## src/rtl/bp_nonsynth_commit_driver_pkg.sv

```systemverilog
// Shared types for the nonsynth commit driver.
//   bp_commit_drv_state_e : replay state machine encoding
//   bp_commit_drv_rec_s   : one latched trace record (rec_* fields)
// The record struct is sized from the localparams below, which are also the
// default parameter values of bp_nonsynth_commit_driver.
package bp_nonsynth_commit_driver_pkg;

  localparam int unsigned vaddr_width_lp = 39;
  localparam int unsigned instr_width_lp = 32;
  localparam int unsigned dword_width_lp = 64;
  localparam int unsigned dpath_width_lp = 65;

  typedef enum logic [2:0] {
    e_idle     = 3'd0,
    e_req      = 3'd1,
    e_commit   = 3'd2,
    e_wb_wait  = 3'd3,
    e_cpl_wait = 3'd4
  } bp_commit_drv_state_e;

  typedef struct packed {
    logic [vaddr_width_lp-1:0] pc;
    logic [instr_width_lp-1:0] instr;
    logic                      ird_w_v;
    logic                      frd_w_v;
    logic                      req_v;
    logic                      trap_v;
    logic [dword_width_lp-1:0] cause;
    logic [dpath_width_lp-1:0] wdata;
  } bp_commit_drv_rec_s;

  // Destination register field of an RV instruction.
  function automatic logic [4:0] rec_rd(input logic [instr_width_lp-1:0] instr);
    return instr[11:7];
  endfunction

endpackage

```

## src/rtl/bp_commit_drv_delay.sv

```systemverilog
// Loadable down-counter with a zero flag.
//   clk, reset_i (async, active-low)
//   load/load_val : load a new count (wins over dec)
//   dec           : decrement by one
//   zero          : count is zero
module bp_commit_drv_delay #(
  parameter int unsigned width_p = 4
) (
  input  logic               clk,
  input  logic               reset_i,
  input  logic               load,
  input  logic [width_p-1:0] load_val,
  input  logic               dec,
  output logic               zero
);

  logic [width_p-1:0] cnt;

  // Count register: load has priority, otherwise optional decrement.
  always_ff @(posedge clk or negedge reset_i) begin
    if (!reset_i) begin
      cnt <= '0;
    end else if (load) begin
      cnt <= load_val;
    end else if (dec) begin
      cnt <= cnt - width_p'(1);
    end else begin
      cnt <= cnt;
    end
  end

  assign zero = (cnt == '0);

endmodule

```

## src/rtl/bp_nonsynth_commit_driver.sv

```systemverilog
// Nonsynth commit/writeback/cache-request stimulus source for the cosim
// commit checker. Pops one trace record at a time and replays it as
// optional blocking cache request -> commit/trap -> late writeback ->
// cache-request completion.
// Ports:
//   cosim_clk_i, reset_i (async, active-low)
//   en_i, wb_delay_i, cpl_delay_i      : accept enable and delay programming
//   rec_v_i/rec_ready_o, rec_*_i       : trace record stream
//   instret_o, trap_o, commit_*_o, cause_o        : commit pulse + payload
//   ird_w_v_o, frd_w_v_o, rd_addr_o, rd_data_o    : writeback pulse + payload
//   cache_req_yumi_o/blocking_o/complete_o        : cache request pulses
//   busy_o, instret_cnt_o, trap_cnt_o             : status and counters
module bp_nonsynth_commit_driver
  import bp_nonsynth_commit_driver_pkg::*;
#(
  parameter int unsigned vaddr_width_p = vaddr_width_lp,
  parameter int unsigned instr_width_p = instr_width_lp,
  parameter int unsigned dword_width_p = dword_width_lp,
  parameter int unsigned dpath_width_p = dpath_width_lp,
  parameter int unsigned delay_width_p = 4,
  parameter int unsigned cnt_width_p   = 32
) (
  input  logic                     cosim_clk_i,
  input  logic                     reset_i,
  input  logic                     en_i,
  input  logic [delay_width_p-1:0] wb_delay_i,
  input  logic [delay_width_p-1:0] cpl_delay_i,
  input  logic                     rec_v_i,
  output logic                     rec_ready_o,
  input  logic [vaddr_width_p-1:0] rec_pc_i,
  input  logic [instr_width_p-1:0] rec_instr_i,
  input  logic                     rec_ird_w_v_i,
  input  logic                     rec_frd_w_v_i,
  input  logic                     rec_req_v_i,
  input  logic                     rec_trap_v_i,
  input  logic [dword_width_p-1:0] rec_cause_i,
  input  logic [dpath_width_p-1:0] rec_wdata_i,
  output logic                     instret_o,
  output logic                     trap_o,
  output logic [vaddr_width_p-1:0] commit_pc_o,
  output logic [instr_width_p-1:0] commit_instr_o,
  output logic [dword_width_p-1:0] cause_o,
  output logic                     ird_w_v_o,
  output logic                     frd_w_v_o,
  output logic [4:0]               rd_addr_o,
  output logic [dpath_width_p-1:0] rd_data_o,
  output logic                     cache_req_yumi_o,
  output logic                     cache_req_blocking_o,
  output logic                     cache_req_complete_o,
  output logic                     busy_o,
  output logic [cnt_width_p-1:0]   instret_cnt_o,
  output logic [cnt_width_p-1:0]   trap_cnt_o
);

  bp_commit_drv_state_e state, state_n;
  bp_commit_drv_rec_s   rec;

  logic                     accept;
  logic                     ret_inc, trap_inc;
  logic                     dly_load, dly_dec, dly_zero;
  logic [delay_width_p-1:0] dly_val;

  // One counter serves both waits; they are never active at the same time.
  bp_commit_drv_delay #(.width_p(delay_width_p)) delay (
    .clk      (cosim_clk_i),
    .reset_i  (reset_i),
    .load     (dly_load),
    .load_val (dly_val),
    .dec      (dly_dec),
    .zero     (dly_zero)
  );

  // State, latched record and retire/trap counters.
  always_ff @(posedge cosim_clk_i or negedge reset_i) begin
    if (!reset_i) begin
      state         <= e_idle;
      rec           <= '0;
      instret_cnt_o <= '0;
      trap_cnt_o    <= '0;
    end else begin
      state <= state_n;
      if (accept) begin
        rec <= '{pc: rec_pc_i, instr: rec_instr_i, ird_w_v: rec_ird_w_v_i,
                 frd_w_v: rec_frd_w_v_i, req_v: rec_req_v_i, trap_v: rec_trap_v_i,
                 cause: rec_cause_i, wdata: rec_wdata_i};
      end else begin
        rec <= rec;
      end
      instret_cnt_o <= instret_cnt_o + (ret_inc  ? cnt_width_p'(1) : cnt_width_p'(0));
      trap_cnt_o    <= trap_cnt_o    + (trap_inc ? cnt_width_p'(1) : cnt_width_p'(0));
    end
  end

  // Next state and per-state pulse/payload decode; payloads stay 0 unless
  // their valid is up.
  always_comb begin
    state_n              = state;
    accept               = 1'b0;
    ret_inc              = 1'b0;
    trap_inc             = 1'b0;
    dly_load             = 1'b0;
    dly_dec              = 1'b0;
    dly_val              = wb_delay_i;
    rec_ready_o          = 1'b0;
    instret_o            = 1'b0;
    trap_o               = 1'b0;
    commit_pc_o          = '0;
    commit_instr_o       = '0;
    cause_o              = '0;
    ird_w_v_o            = 1'b0;
    frd_w_v_o            = 1'b0;
    rd_addr_o            = 5'd0;
    rd_data_o            = '0;
    cache_req_yumi_o     = 1'b0;
    cache_req_blocking_o = 1'b0;
    cache_req_complete_o = 1'b0;
    busy_o               = (state != e_idle);

    case (state)
      e_idle: begin
        // reset_i gating keeps ready low while reset is held.
        rec_ready_o = en_i & reset_i;
        accept      = rec_v_i & rec_ready_o;
        if (accept) begin
          state_n = (rec_req_v_i & ~rec_trap_v_i) ? e_req : e_commit;
        end else begin
          state_n = e_idle;
        end
      end
      e_req: begin
        cache_req_yumi_o     = 1'b1;
        cache_req_blocking_o = 1'b1;
        state_n              = e_commit;
      end
      e_commit: begin
        instret_o      = ~rec.trap_v;
        trap_o         = rec.trap_v;
        commit_pc_o    = rec.pc;
        commit_instr_o = rec.instr;
        if (rec.trap_v) begin
          cause_o  = rec.cause;
          trap_inc = 1'b1;
          state_n  = e_idle;
        end else begin
          ret_inc = 1'b1;
          if (rec.ird_w_v | rec.frd_w_v) begin
            dly_load = 1'b1;
            dly_val  = wb_delay_i;
            state_n  = e_wb_wait;
          end else if (rec.req_v) begin
            dly_load = 1'b1;
            dly_val  = cpl_delay_i;
            state_n  = e_cpl_wait;
          end else begin
            state_n = e_idle;
          end
        end
      end
      e_wb_wait: begin
        if (dly_zero) begin
          ird_w_v_o = rec.ird_w_v;
          frd_w_v_o = rec.frd_w_v;
          rd_addr_o = rec_rd(rec.instr);
          rd_data_o = rec.wdata;
          if (rec.req_v) begin
            dly_load = 1'b1;
            dly_val  = cpl_delay_i;
            state_n  = e_cpl_wait;
          end else begin
            state_n = e_idle;
          end
        end else begin
          dly_dec = 1'b1;
        end
      end
      e_cpl_wait: begin
        if (dly_zero) begin
          cache_req_complete_o = 1'b1;
          state_n              = e_idle;
        end else begin
          dly_dec = 1'b1;
        end
      end
      default: begin
        state_n = e_idle;
      end
    endcase
  end

endmodule

```

## config.mk

```make
export PLATFORM = sky130hd
export DESIGN_NAME = bp_nonsynth_commit_driver
export DESIGN_NICKNAME = d
export VERILOG_FILES = /design/src/rtl/bp_nonsynth_commit_driver_pkg.sv /design/src/rtl/bp_commit_drv_delay.sv /design/src/rtl/bp_nonsynth_commit_driver.sv
export SDC_FILE = /design/constraint.sdc
export NUM_CORES = 1
export LEC_CHECK = 0
export BUFFER_PORTS_ARGS = -buffer_cell sky130_fd_sc_hd__buf_2
export CORE_AREA = 2 2 192 194
export DETAILED_ROUTE_END_ITERATION = 10
export DIE_AREA = 0 0 194 196
export PLACE_DENSITY_LB_ADDON = 0.2
export SLEW_MARGIN = 25
export SYNTH_ARGS = -nofsm -noshare
export SYNTH_HDL_FRONTEND = slang
export SYNTH_SLANG_ARGS = --single-unit
```

## constraint.sdc

```tcl
create_clock -name cosim_clk_i -period 5.1 [get_ports cosim_clk_i]
set_input_delay 1.02 -clock cosim_clk_i [delete_from_list [all_inputs] [get_ports cosim_clk_i]]
set_output_delay 1.02 -clock cosim_clk_i [all_outputs]
set_load 0.03 [all_outputs]
```

==> flow_metrics.tcl, run 1 <==
set metrics [dict create \
    status "complete, no violations" \
    num_rows 70 \
    slew_headroom_pct 29.7 \
    cp_cell_sequence "inv_1 -> ha_1 -> or3b_2 -> nor2_4 -> buf_4 -> and2_1 -> buf_2" \
    antenna_found_initial 6 \
    yosysTopAreaCell "dfrtp_1" \
    yosys-mux-area-fraction_pct 18.6 \
    start_kind "register" \
    cts_hold_buf 0 \
    synth_top_family_by_area "multiplexers" \
    clk_pin_slew_ps 60 \
    cp.required_ps 4080 \
    regArea_mm2 0.00688 \
    grt_pass1_vias 9775 \
    via_count 9383 \
    crit_arrival_ps 3310 \
    synth.area.top_cells "dfrtp_1 55%, mux2_2 18%, and2_1 7.4%, xnor2_1 3.6%, and3_1 3.6%" \
    via_per_inst 4.80 \
    synth_nets 1200 \
    synth_fa_ha_area_share_pct 0.801 \
    yosys.area.top_type_share_pct 55.1 \
    endpoint_kind "primary output" \
    final_antenna_net_count 0 \
    synth-simple-area-share_pct 16.9 \
    hpwl_um 25500 \
    clockBufferDepth 3 \
    ys_ff_latch 275 \
    area_growth_pct 32.2 \
    die_h_um 196 \
    numCtsBuffers 34 \
    core_area_mm2 0.0361 \
    remaining_drc_errors 0 \
    synth_edf_count 0 \
    synthesis.area_mm2 0.0125 \
    cts_sinks 275 \
    gr-usage-met3_pct 5.55 \
    tns_ps 0 \
    htreeDepth 2 \
    globalRouteMet1Util_pct 24.1 \
    yosys_warnings 0 \
    rsz0062_at_grt "no" \
    path_max_fanout 45 \
    top_usage_layer "met2" \
    cts_tree "built" \
    ir_drop_mv 0.280 \
    wl_per_cell_um 18.5 \
    synth_xor_area_share_pct 4.35 \
    cts_root_buf "clkbuf_16" \
    synth_compound_area_share_pct 1.16 \
    fp.dieW_um 194 \
    dr.first_iter.drc_count 358 \
    dr.pass1.iters 4 \
    overflow 0 \
    dieArea_mm2 0.0380 \
    critPathSlowestCell "nor2_4" \
    track_usage_pct 18.6 \
    finalNetCount 1682 \
    final_layout_size_suffix_gt1_share_pct 52.3 \
    grt_pass1_wl_um 56300 \
    powerDensity_mw_per_mm2 520 \
    n_fill_cell 3461 \
    clock.fmax_ghz 0.231 \
    slew_viol_final 0 \
    finalWirelength_um 36100 \
    critPathKind "reg2out" \
    multiInputGateArea_mm2 0.00524 \
    async_flop_share_pct 100 \
    insertion_delay_ps 500 \
    postCtsSetupRepairBufs 0 \
    post-route-period-util_pct 85.0 \
    start_util_pct 34.6 \
    yosysUniqueCellTypes 49 \
    syn_area_per_cell_um2 12.8 \
    postCtsResizedCells 0 \
    synth_most_common_cell "dfrtp_1" \
    holdCritPathClass "in2async" \
    ys.flop_type "dfrtp_1" \
    synth_common_cells "275 x dfrtp_1, 196 x mux2_2, 147 x and2_1" \
    port_buffers 493 \
    cap_viol_max_count 0 \
    yosysSeqAreaShare_pct 55.1 \
    hold_viol_final 0 \
    fin_worst_skew_ps 7.69 \
    pin_count 494 \
    finalSetupViolCount 0 \
    p_total_mw 8.58 \
    power.leakage_nw 8.51 \
    synthCells 976 \
    period_minus_slack_ps 4330 \
    critPathMaxStageDelay_ps 790 \
    worstMarginPinSlew_ps 1040 \
    grt_max_degree 153 \
    grtUsageMet2_pct 30.7 \
    place_congestion 0.796 \
]
-- flip-flops by register name, indices dropped and copies added (netlist names) --
signal and cells:
state 3, trap_cnt_o 32, delay.cnt 4, rec 204
instret_cnt_o 32
-- kinds of logic (layout without fill, tap and decap cells) --
logic type | count (synthesis) | count (layout)
AND/OR/NAND/NOR | 341 | 341
flip-flops | 275 | 275
multiplexers | 207 | 207
buffers and inverters | 67 | 573
XOR/XNOR | 62 | 62
AO/OA/AOI/OAI | 16 | 16
adder cells (fa/ha/maj) | 8 | 8
other | 0 | 5
-- worst paths after layout --
kind	from	to	slack, ps	cells after the start
max	delay.cnt[0]$_DFFE_PN0P_	rd_data_o[57]	770	7
min	reset_i	instret_cnt_o[16]$_DFF_PN0_	460	1
max reg2reg	rec[129]$_DFFE_PN0P_	instret_cnt_o[28]$_DFF_PN0_	2160	8
min reg2reg	instret_cnt_o[31]$_DFF_PN0_	instret_cnt_o[31]$_DFF_PN0_	470	1
max in group asynchronous	reset_i	rec[109]$_DFFE_PN0P_	3360	2
min in group cosim_clk_i	instret_cnt_o[31]$_DFF_PN0_	instret_cnt_o[31]$_DFF_PN0_	470	1
-- area by class of cell --
class / instances / area share, %
multi-input cells: 634 / 31.8
repair buffers: 501 / 15.7
inverters: 12 / 0.273
clock buffers: 49 / 6.31
flip-flops and latches: 275 / 41.7
clock inverters: 11 / 0.675
well taps: 468 / 3.55
diodes: 5 / 0.0758
-- report_power, final --
group | switching (mW) | internal [mW] | total (mW)
logic | 1.38 | 1.15 | 2.53
registers | 0.534 | 3.06 | 3.59
clock network | 0.938 | 1.52 | 2.46
total | 2.85 | 5.73 | 8.58
-- layout by cell type, fill, tap and decap left out, types with 4 or more instances in the layout --
master,instances
diode_2,5
clkbuf_16,37
nand4_1,21
xnor2_1,52
buf_12,4
dfrtp_1,274
mux2_2,196
nor3_1,6
nand2_1,25
nor3b_1,4
clkbuf_1,5
buf_4,4
xor2_1,10
and3_1,72
and2_1,147
and4_1,4
clkbuf_8,7
nand3_1,25
nor4_1,6
mux2_1,9
ha_1,8
clkinv_2,7
buf_2,492
inv_1,11
nor2_1,11
-- critical path: cells and delay by family (launching register included) --
| family | cells | cell delay [ps] |
|---|---|---|
| DFF | 1 | 400 |
| adders and majority gates | 1 | 170 |
| and+or+nand+nor | 3 | 1520 |
| buffers and inverters | 3 | 690 |
-- per-layer routing --
layer | up-vias | routed length [um]
li1 | 4353 | -
met1 | 4652 | 15300
met2 | 329 | 17400
met3 | 45 | 2790
met4 | 4 | 609
met5 | - | 26
-- stage by stage --
step           setup WS, ps  utilization, %  hold slack, ps  instance area [um2]  instances
2_1_floorplan          1940               -             449                12500        976
3_3_place_gp           1460            42.5             456                15300       1890
3_5_place_dp           1280            42.5             467                15300       1890
4_1_cts                 724            45.7             472                16500       1950
5_1_grt                 538            45.7             480                16500       1952
6_report                767            45.7             459                16500       1955
(Power assumes the default switching activity.)
==> inputs of run 2 (changes only) <==
--- a/config.mk
+++ b/config.mk
@@ -5,10 +5,11 @@
 export SDC_FILE = /design/constraint.sdc
 export NUM_CORES = 1
 export LEC_CHECK = 0
+export ABC_AREA = 1
 export BUFFER_PORTS_ARGS = -buffer_cell sky130_fd_sc_hd__buf_2
-export CORE_AREA = 2 2 192 194
+export CORE_AREA = 2 2 191 193
 export DETAILED_ROUTE_END_ITERATION = 10
-export DIE_AREA = 0 0 194 196
+export DIE_AREA = 0 0 193 195
 export PLACE_DENSITY_LB_ADDON = 0.2
 export SLEW_MARGIN = 25
 export SYNTH_ARGS = -nofsm -noshare
==> constraint.sdc (replaced) <==
create_clock -name cosim_clk_i -period 4.5 [get_ports cosim_clk_i]
set_input_delay 0.9 -clock cosim_clk_i [delete_from_list [all_inputs] [get_ports cosim_clk_i]]
set_output_delay 0.9 -clock cosim_clk_i [all_outputs]
set_load 0.03 [all_outputs]
==> run 2 against run 1 <==
Utilization is 1.5 points higher. Setup slack better by 59 ps. Synthesized cell count is 65% higher. Register-to-register slack worse by 450 ps. Count of clock-buffer cells in the layout stayed put. First-iteration DRC count is 31% higher. Non-clock buffer count is 6 higher. Worst hold slack worse by 27 ps. Die area is 1.0% lower. Sequential share of layout area is 0.54 points lower. Critical path depth is 1 higher. Global-route usage is 1.4 points higher. Critical path type unchanged.
==> flow_metrics.tcl, run 2 <==
set metrics [dict create \
    power.leakage_nw 9.04 \
    num_rows 69 \
    remaining_drc_errors 0 \
    place_congestion 0.878 \
    slew_viol_final 0 \
    yosys.area.top_type_share_pct 52.9 \
    finalNetCount 2306 \
    cp.required_ps 3600 \
    via_per_inst 4.49 \
    dr.first_iter.drc_count 469 \
    async_flop_share_pct 100 \
    ys.flop_type "dfrtp_1" \
    ys_ff_latch 275 \
    finalSetupViolCount 0 \
    fin_util_pct 47.2 \
    area_growth_pct 28.5 \
    synth_most_common_cell "nand2_1" \
    post-route-period-util_pct 81.7 \
    hpwl_um 28600 \
    antenna_found_initial 13 \
    synth_nets 1834 \
    clock.fmax_ghz 0.272 \
    status "complete, no violations" \
    dr.pass1.iters 4 \
    synth_edf_count 0 \
    tns_ps 0 \
    slew_headroom_pct 37.3 \
    critPathKind "reg2out" \
    dieArea_mm2 0.0376 \
    reg_top3 "rec x204, instret_cnt_o x32, trap_cnt_o x32" \
    grt_pass1_wl_um 59800 \
    final_layout_size_suffix_gt1_share_pct 28.0 \
    cts_root_buf "clkbuf_16" \
    overflow 0 \
    critPathMaxStageDelay_ps 490 \
    postCtsResizedCells 0 \
    period_minus_slack_ps 3670 \
    track_usage_pct 20.0 \
    largest_reg_flops 204 \
    path_max_fanout 42 \
    rsz0062_at_grt "no" \
    yosys_warnings 0 \
    critPathSlowestCell "nand2_2" \
    whs_ps 432 \
    clockBufferDepth 3 \
    numCtsBuffers 31 \
    cts_tree "built" \
    ir_drop_mv 0.286 \
    cpMostUsedCell "nor2_1" \
    syn_area_per_cell_um2 8.09 \
    worstMarginPinSlew_ps 940 \
    yosysUniqueCellTypes 30 \
    fin_worst_skew_ps 11.9 \
    die_h_um 195 \
    final_antenna_net_count 0 \
    cts_sinks 275 \
    endpoint_kind "primary output" \
    cp_cell_sequence "inv_1 -> ha_1 -> nand2_1 -> nor2_1 -> nand2_2 -> buf_4 -> nor2_1 -> buf_2" \
    pin_count 494 \
    start_util_pct 36.8 \
    cts_hold_buf 0 \
    grt_pass1_vias 11500 \
    powerDensity_mw_per_mm2 564 \
    regMostFlops "rec" \
    final_common_cell "buf_2" \
    place_ws_ps 1390 \
    via_count 11600 \
    postCtsSetupRepairBufs 0 \
    htreeDepth 1 \
    cap_viol_max_count 0 \
    wl_per_cell_um 14.9 \
    yosysSeqAreaShare_pct 52.9 \
    synth_common_cells "377 x nand2_1, 288 x nor2_1, 275 x dfrtp_1" \
    core_area_mm2 0.0354 \
    clk_pin_slew_ps 60 \
    insertion_delay_ps 560 \
    hold_viol_final 0 \
    yosysTopAreaCell "dfrtp_1" \
    start_kind "register" \
    synthCells 1610 \
    synthesis.area_mm2 0.0130 \
    timing.critical_path.from "delay.cnt[0]$_DFFE_PN0P_" \
    finalWirelength_um 38400 \
    reg2reg_from "state[2]$_DFFE_PN0P_" \
    port_buffers 493 \
    grt_max_degree 143 \
    holdCritPathClass "in2async" \
    fin_ws_ps 826 \
    synth.area.top_cells "dfrtp_1 53%, nand2_1 11%, nor2_1 8.3%, inv_1 7.4%, o21ai_1 5.3%" \
    fp.dieW_um 193 \
    final_cell_mix "492 x buf_2, 376 x nand2_1, 288 x nor2_1" \
    crit_arrival_ps 2770 \
]
[run 2: cell types whose count changed in the layout (fill, tap and decap cells not counted), moves of 44 or more]
cell     delta
o21ai_1   +139
nor2_1    +277
inv_1     +246
and3_1     -71
and2_1    -146
o21ai_0    +44
mux2_2    -196
nand2_1   +351
[run 2: critical path: cells and delay by family (launching register included)]
family        cells  cell delay [ps]
flops             1              350
simple gates      4              840
fa+ha+maj         1              210
buf+inv           3              780
[run 2: cells by family after synthesis]
family                     count (synthesis)  share of synthesized area, %
and+or+nand+nor                          736                          22.2
adders and majority gates                  8                         0.769
DFF                                      275                          52.9
AOI/OAI and AO/OA                        210                          8.79
xor gates and xnor gates                  52                          3.50
buffers and inverters                    329                          11.9
[run 2: final timing paths]
path                                               end  slack, ps  cells past startpoint
max                                      rd_data_o[43]        830                      8
min reg2reg                   trap_cnt_o[31]$_DFF_PN0_        490                      2
min                                rec[13]$_DFFE_PN0P_        430                      2
min in group cosim_clk_i      trap_cnt_o[31]$_DFF_PN0_        490                      2
max in group asynchronous      trap_cnt_o[1]$_DFF_PN0_       2750                      3
max reg2reg                instret_cnt_o[30]$_DFF_PN0_       1710                     13
[run 2: area by class of cell]
type                    count  area, um2
multi-input cells        1006       4590
diodes                     11       27.5
fillers                  3626      18700
clock buffers              49        923
flip-flops and latches    275       6880
repair buffers            507       2650
well taps                 461        577
inverters                 261        990
clock inverters             5       80.1
[run 2: per-stage QoR]
step	instances	power (mW)	instance area (um2)
after floorplan	1610	6.03	13000
final	2575	9.44	16700
after CTS	2564	9.56	16700
after global placement	2510	6.95	15700
after detailed placement	2510	7.02	15700
after global routing	2574	10.1	16700
[run 2: power breakdown]
part / leakage, nW / switching, mW / total, mW / internal, mW
Clock: 0.484 / 0.992 / 2.50 / 1.50
Sequential: 3.46 / 0.313 / 3.73 / 3.42
Combinational: 5.09 / 2.25 / 3.21 / 0.956
Total: 9.04 / 3.55 / 9.44 / 5.88
[run 2: routing by layer]
| metal | vias to the layer above | GRT usage [%] | routed length [um] |
|---|---|---|---|
| met3 | 78 | 4.10 | 2270 |
| met4 | 4 | 6.71 | 1170 |
| li1 | 5812 | - | - |
| met2 | 339 | 33.2 | 18300 |
| met1 | 5334 | 25.9 | 16600 |
| met5 | - | 0 | 24 |
==> inputs of run 3 (changes only) <==
--- a/config.mk
+++ b/config.mk
@@ -5,11 +5,12 @@
 export SDC_FILE = /design/constraint.sdc
 export NUM_CORES = 1
 export LEC_CHECK = 0
-export ABC_AREA = 1
+export ABC_AREA = 0
 export BUFFER_PORTS_ARGS = -buffer_cell sky130_fd_sc_hd__buf_2
-export CORE_AREA = 2 2 191 193
+export CORE_ASPECT_RATIO = 0.5
+export CORE_MARGIN = 1
+export CORE_UTILIZATION = 44
 export DETAILED_ROUTE_END_ITERATION = 10
-export DIE_AREA = 0 0 193 195
 export PLACE_DENSITY_LB_ADDON = 0.2
 export SLEW_MARGIN = 25
 export SYNTH_ARGS = -nofsm -noshare
==> constraint.sdc (replaced) <==
create_clock -name cosim_clk_i -period 3.2 [get_ports cosim_clk_i]
set_input_delay 0.64 -clock cosim_clk_i [delete_from_list [all_inputs] [get_ports cosim_clk_i]]
set_output_delay 0.64 -clock cosim_clk_i [all_outputs]
set_load 0.03 [all_outputs]
==> run 3 against run 2 <==
Sequential power increased by 54%. Combinational power increased by 28%. Utilization rose by 12 points. Clock power increased by 15%. Largest cell class unchanged.
==> flow_metrics.tcl, run 3 (synthesized netlist as in run 1, its figures left out) <==
set metrics [dict create \
    path_max_fanout 18 \
    cap_viol_max_count 0 \
    clockBufferDepth 3 \
    wl_met3_um 1690 \
    rsz0062_at_grt "yes" \
    ir_drop_mv 0.433 \
    holdPathStages 2 \
    slew_headroom_pct 46.6 \
    cp.required_ps 2560 \
    finalNetCount 1691 \
    start_util_pct 44.9 \
    clk_pin_slew_ps 70 \
    met2_length_um 18000 \
    largest_reg_flops 204 \
    dr.first_iter.drc_count 494 \
    p_total_mw 12.7 \
    critPathKind "reg2out" \
    grt_pass1_vias 9643 \
    final_cell_mix "431 x buf_2, 274 x dfrtp_1, 196 x mux2_2" \
    reg2reg_from "state[0]$_DFFE_PN0P_" \
    timing.critical_path.from "delay.cnt[0]$_DFFE_PN0P_" \
    reg2reg_slack_ps 580 \
    crit_arrival_ps 2490 \
    overflow 0 \
    top_layer "met5" \
    start_kind "register" \
    core_area_mm2 0.0278 \
    num_rows 43 \
    htreeDepth 1 \
    cts_tree "built" \
    fp.dieW_um 240 \
    grt_max_degree 136 \
    final_antenna_net_count 0 \
    status "complete, no violations" \
    remaining_drc_errors 0 \
    numCtsBuffers 25 \
    via_per_inst 5.10 \
    wl_per_cell_um 19.1 \
    hpwl_um 24900 \
    area_growth_pct 31.1 \
    endpoint_kind "primary output" \
    final_layout_size_suffix_gt1_share_pct 52.3 \
    crit_end "rd_data_o[25]" \
    clock.fmax_ghz 0.320 \
    finalWirelength_um 35700 \
    cts_sinks 275 \
    r2r_end "instret_cnt_o[26]$_DFF_PN0_" \
    regMostFlops "rec" \
    power.leakage_nw 8.39 \
    pin_count 494 \
    cts_root_buf "clkbuf_16" \
    period_minus_slack_ps 3130 \
    track_usage_pct 23.5 \
    insertion_delay_ps 530 \
    finalSetupViolCount 0 \
    place_congestion 0.911 \
    port_buffers 493 \
    slew_viol_final 0 \
    fin_worst_skew_ps 8.58 \
    m1WireLength_um 15000 \
    worstRegToRegCells 9 \
    post-route-period-util_pct 97.8 \
    holdCritPathClass "in2reg" \
    hold_viol_final 0 \
    powerDensity_mw_per_mm2 776 \
    final_common_cell "buf_2" \
    via_count 9513 \
    grt_pass1_wl_um 53500 \
    die_h_um 121 \
    antenna_found_initial 2 \
    dr.pass1.iters 5 \
    reg_top3 "rec x204, instret_cnt_o x32, trap_cnt_o x32" \
    fin_util_pct 58.9 \
    worstMarginPinSlew_ps 795 \
    dieArea_mm2 0.0291 \
]
run 3: cell count changes in the layout (fill, tap and decap cells not counted), moves of 23 or more:
cell,change
o21ai_1,-139
o21ai_0,-44
mux2_2,+196
xnor2_1,+40
nor2_1,-277
nand2_1,-351
buf_2,-61
buf_4,+52
and2_1,+146
xor2_1,-30
and3_1,+71
o21ai_2,-23
inv_1,-246
run 3: where the power goes:
| group | total (mW) | internal, mW | switching, mW |
|---|---|---|---|
| sequential | 5.74 | 4.87 | 0.870 |
| combinational | 4.10 | 1.85 | 2.24 |
| clock | 2.87 | 1.56 | 1.31 |
| total | 12.7 | 8.29 | 4.42 |
run 3: metrics by stage:
stage               setup slack (ps)  hold slack (ps)  cells  area, um2  TNS [ps]
floorplan                       43.9              344    976      12500         0
global placement                 496              457   1813      15300         0
detailed placement               407              463   1813      15300         0
CTS                            -1.27              300   1857      16100     -1.70
global route                   -13.2              311   1862      16400     -48.2
finish                          70.6              327   1865      16400         0
run 3: repair_timing:
item	4_1_cts	5_1_grt
endpoints found under the hold margin	34	0
hold buffers	1	0
pin swaps	1	1
resized for setup	4	109
endpoints found under the setup margin	68	68
buffers inserted	2	2
cloned	1	3
run 3: worst min path at each step:
stage,endpoint,slack [ps],startpoint
final,rec[46]$_DFFE_PN0P_,330,rec_wdata_i[46]
after global routing,rec[20]$_DFFE_PN0P_,310,rec_wdata_i[20]
after floorplan,delay.cnt[0]$_DFFE_PN0P_,340,reset_i
after CTS,rec[47]$_DFFE_PN0P_,300,rec_wdata_i[47]
after global placement,instret_cnt_o[31]$_DFF_PN0_,460,instret_cnt_o[31]$_DFF_PN0_
after detailed placement,instret_cnt_o[31]$_DFF_PN0_,460,instret_cnt_o[31]$_DFF_PN0_
run 3: layout make-up:
cell class | count | area, um2
inverter | 12 | 45.0
sequential | 275 | 6880
antenna | 3 | 7.51
timing repair buffer | 519 | 2970
fill | 2356 | 11400
clock buffer | 35 | 723
clock inverter | 5 | 27.5
tap | 382 | 478
multi-input combinational | 634 | 5240
run 3: critical path, cell delays in order (launching register included):
cell and delay, ps:
dfrtp_1 400, inv_1 100, ha_2 190, or3b_4 430
nor2_4 160, buf_6 150, clkbuf_16 190, and2_1 150
buf_4 160
run 3: per-layer routing:
metal	vias up	global-route usage [%]
met1	4831	29.7
met3	66	4.91
met5	-	0
met4	2	6.41
li1	4351	-
met2	263	40.7
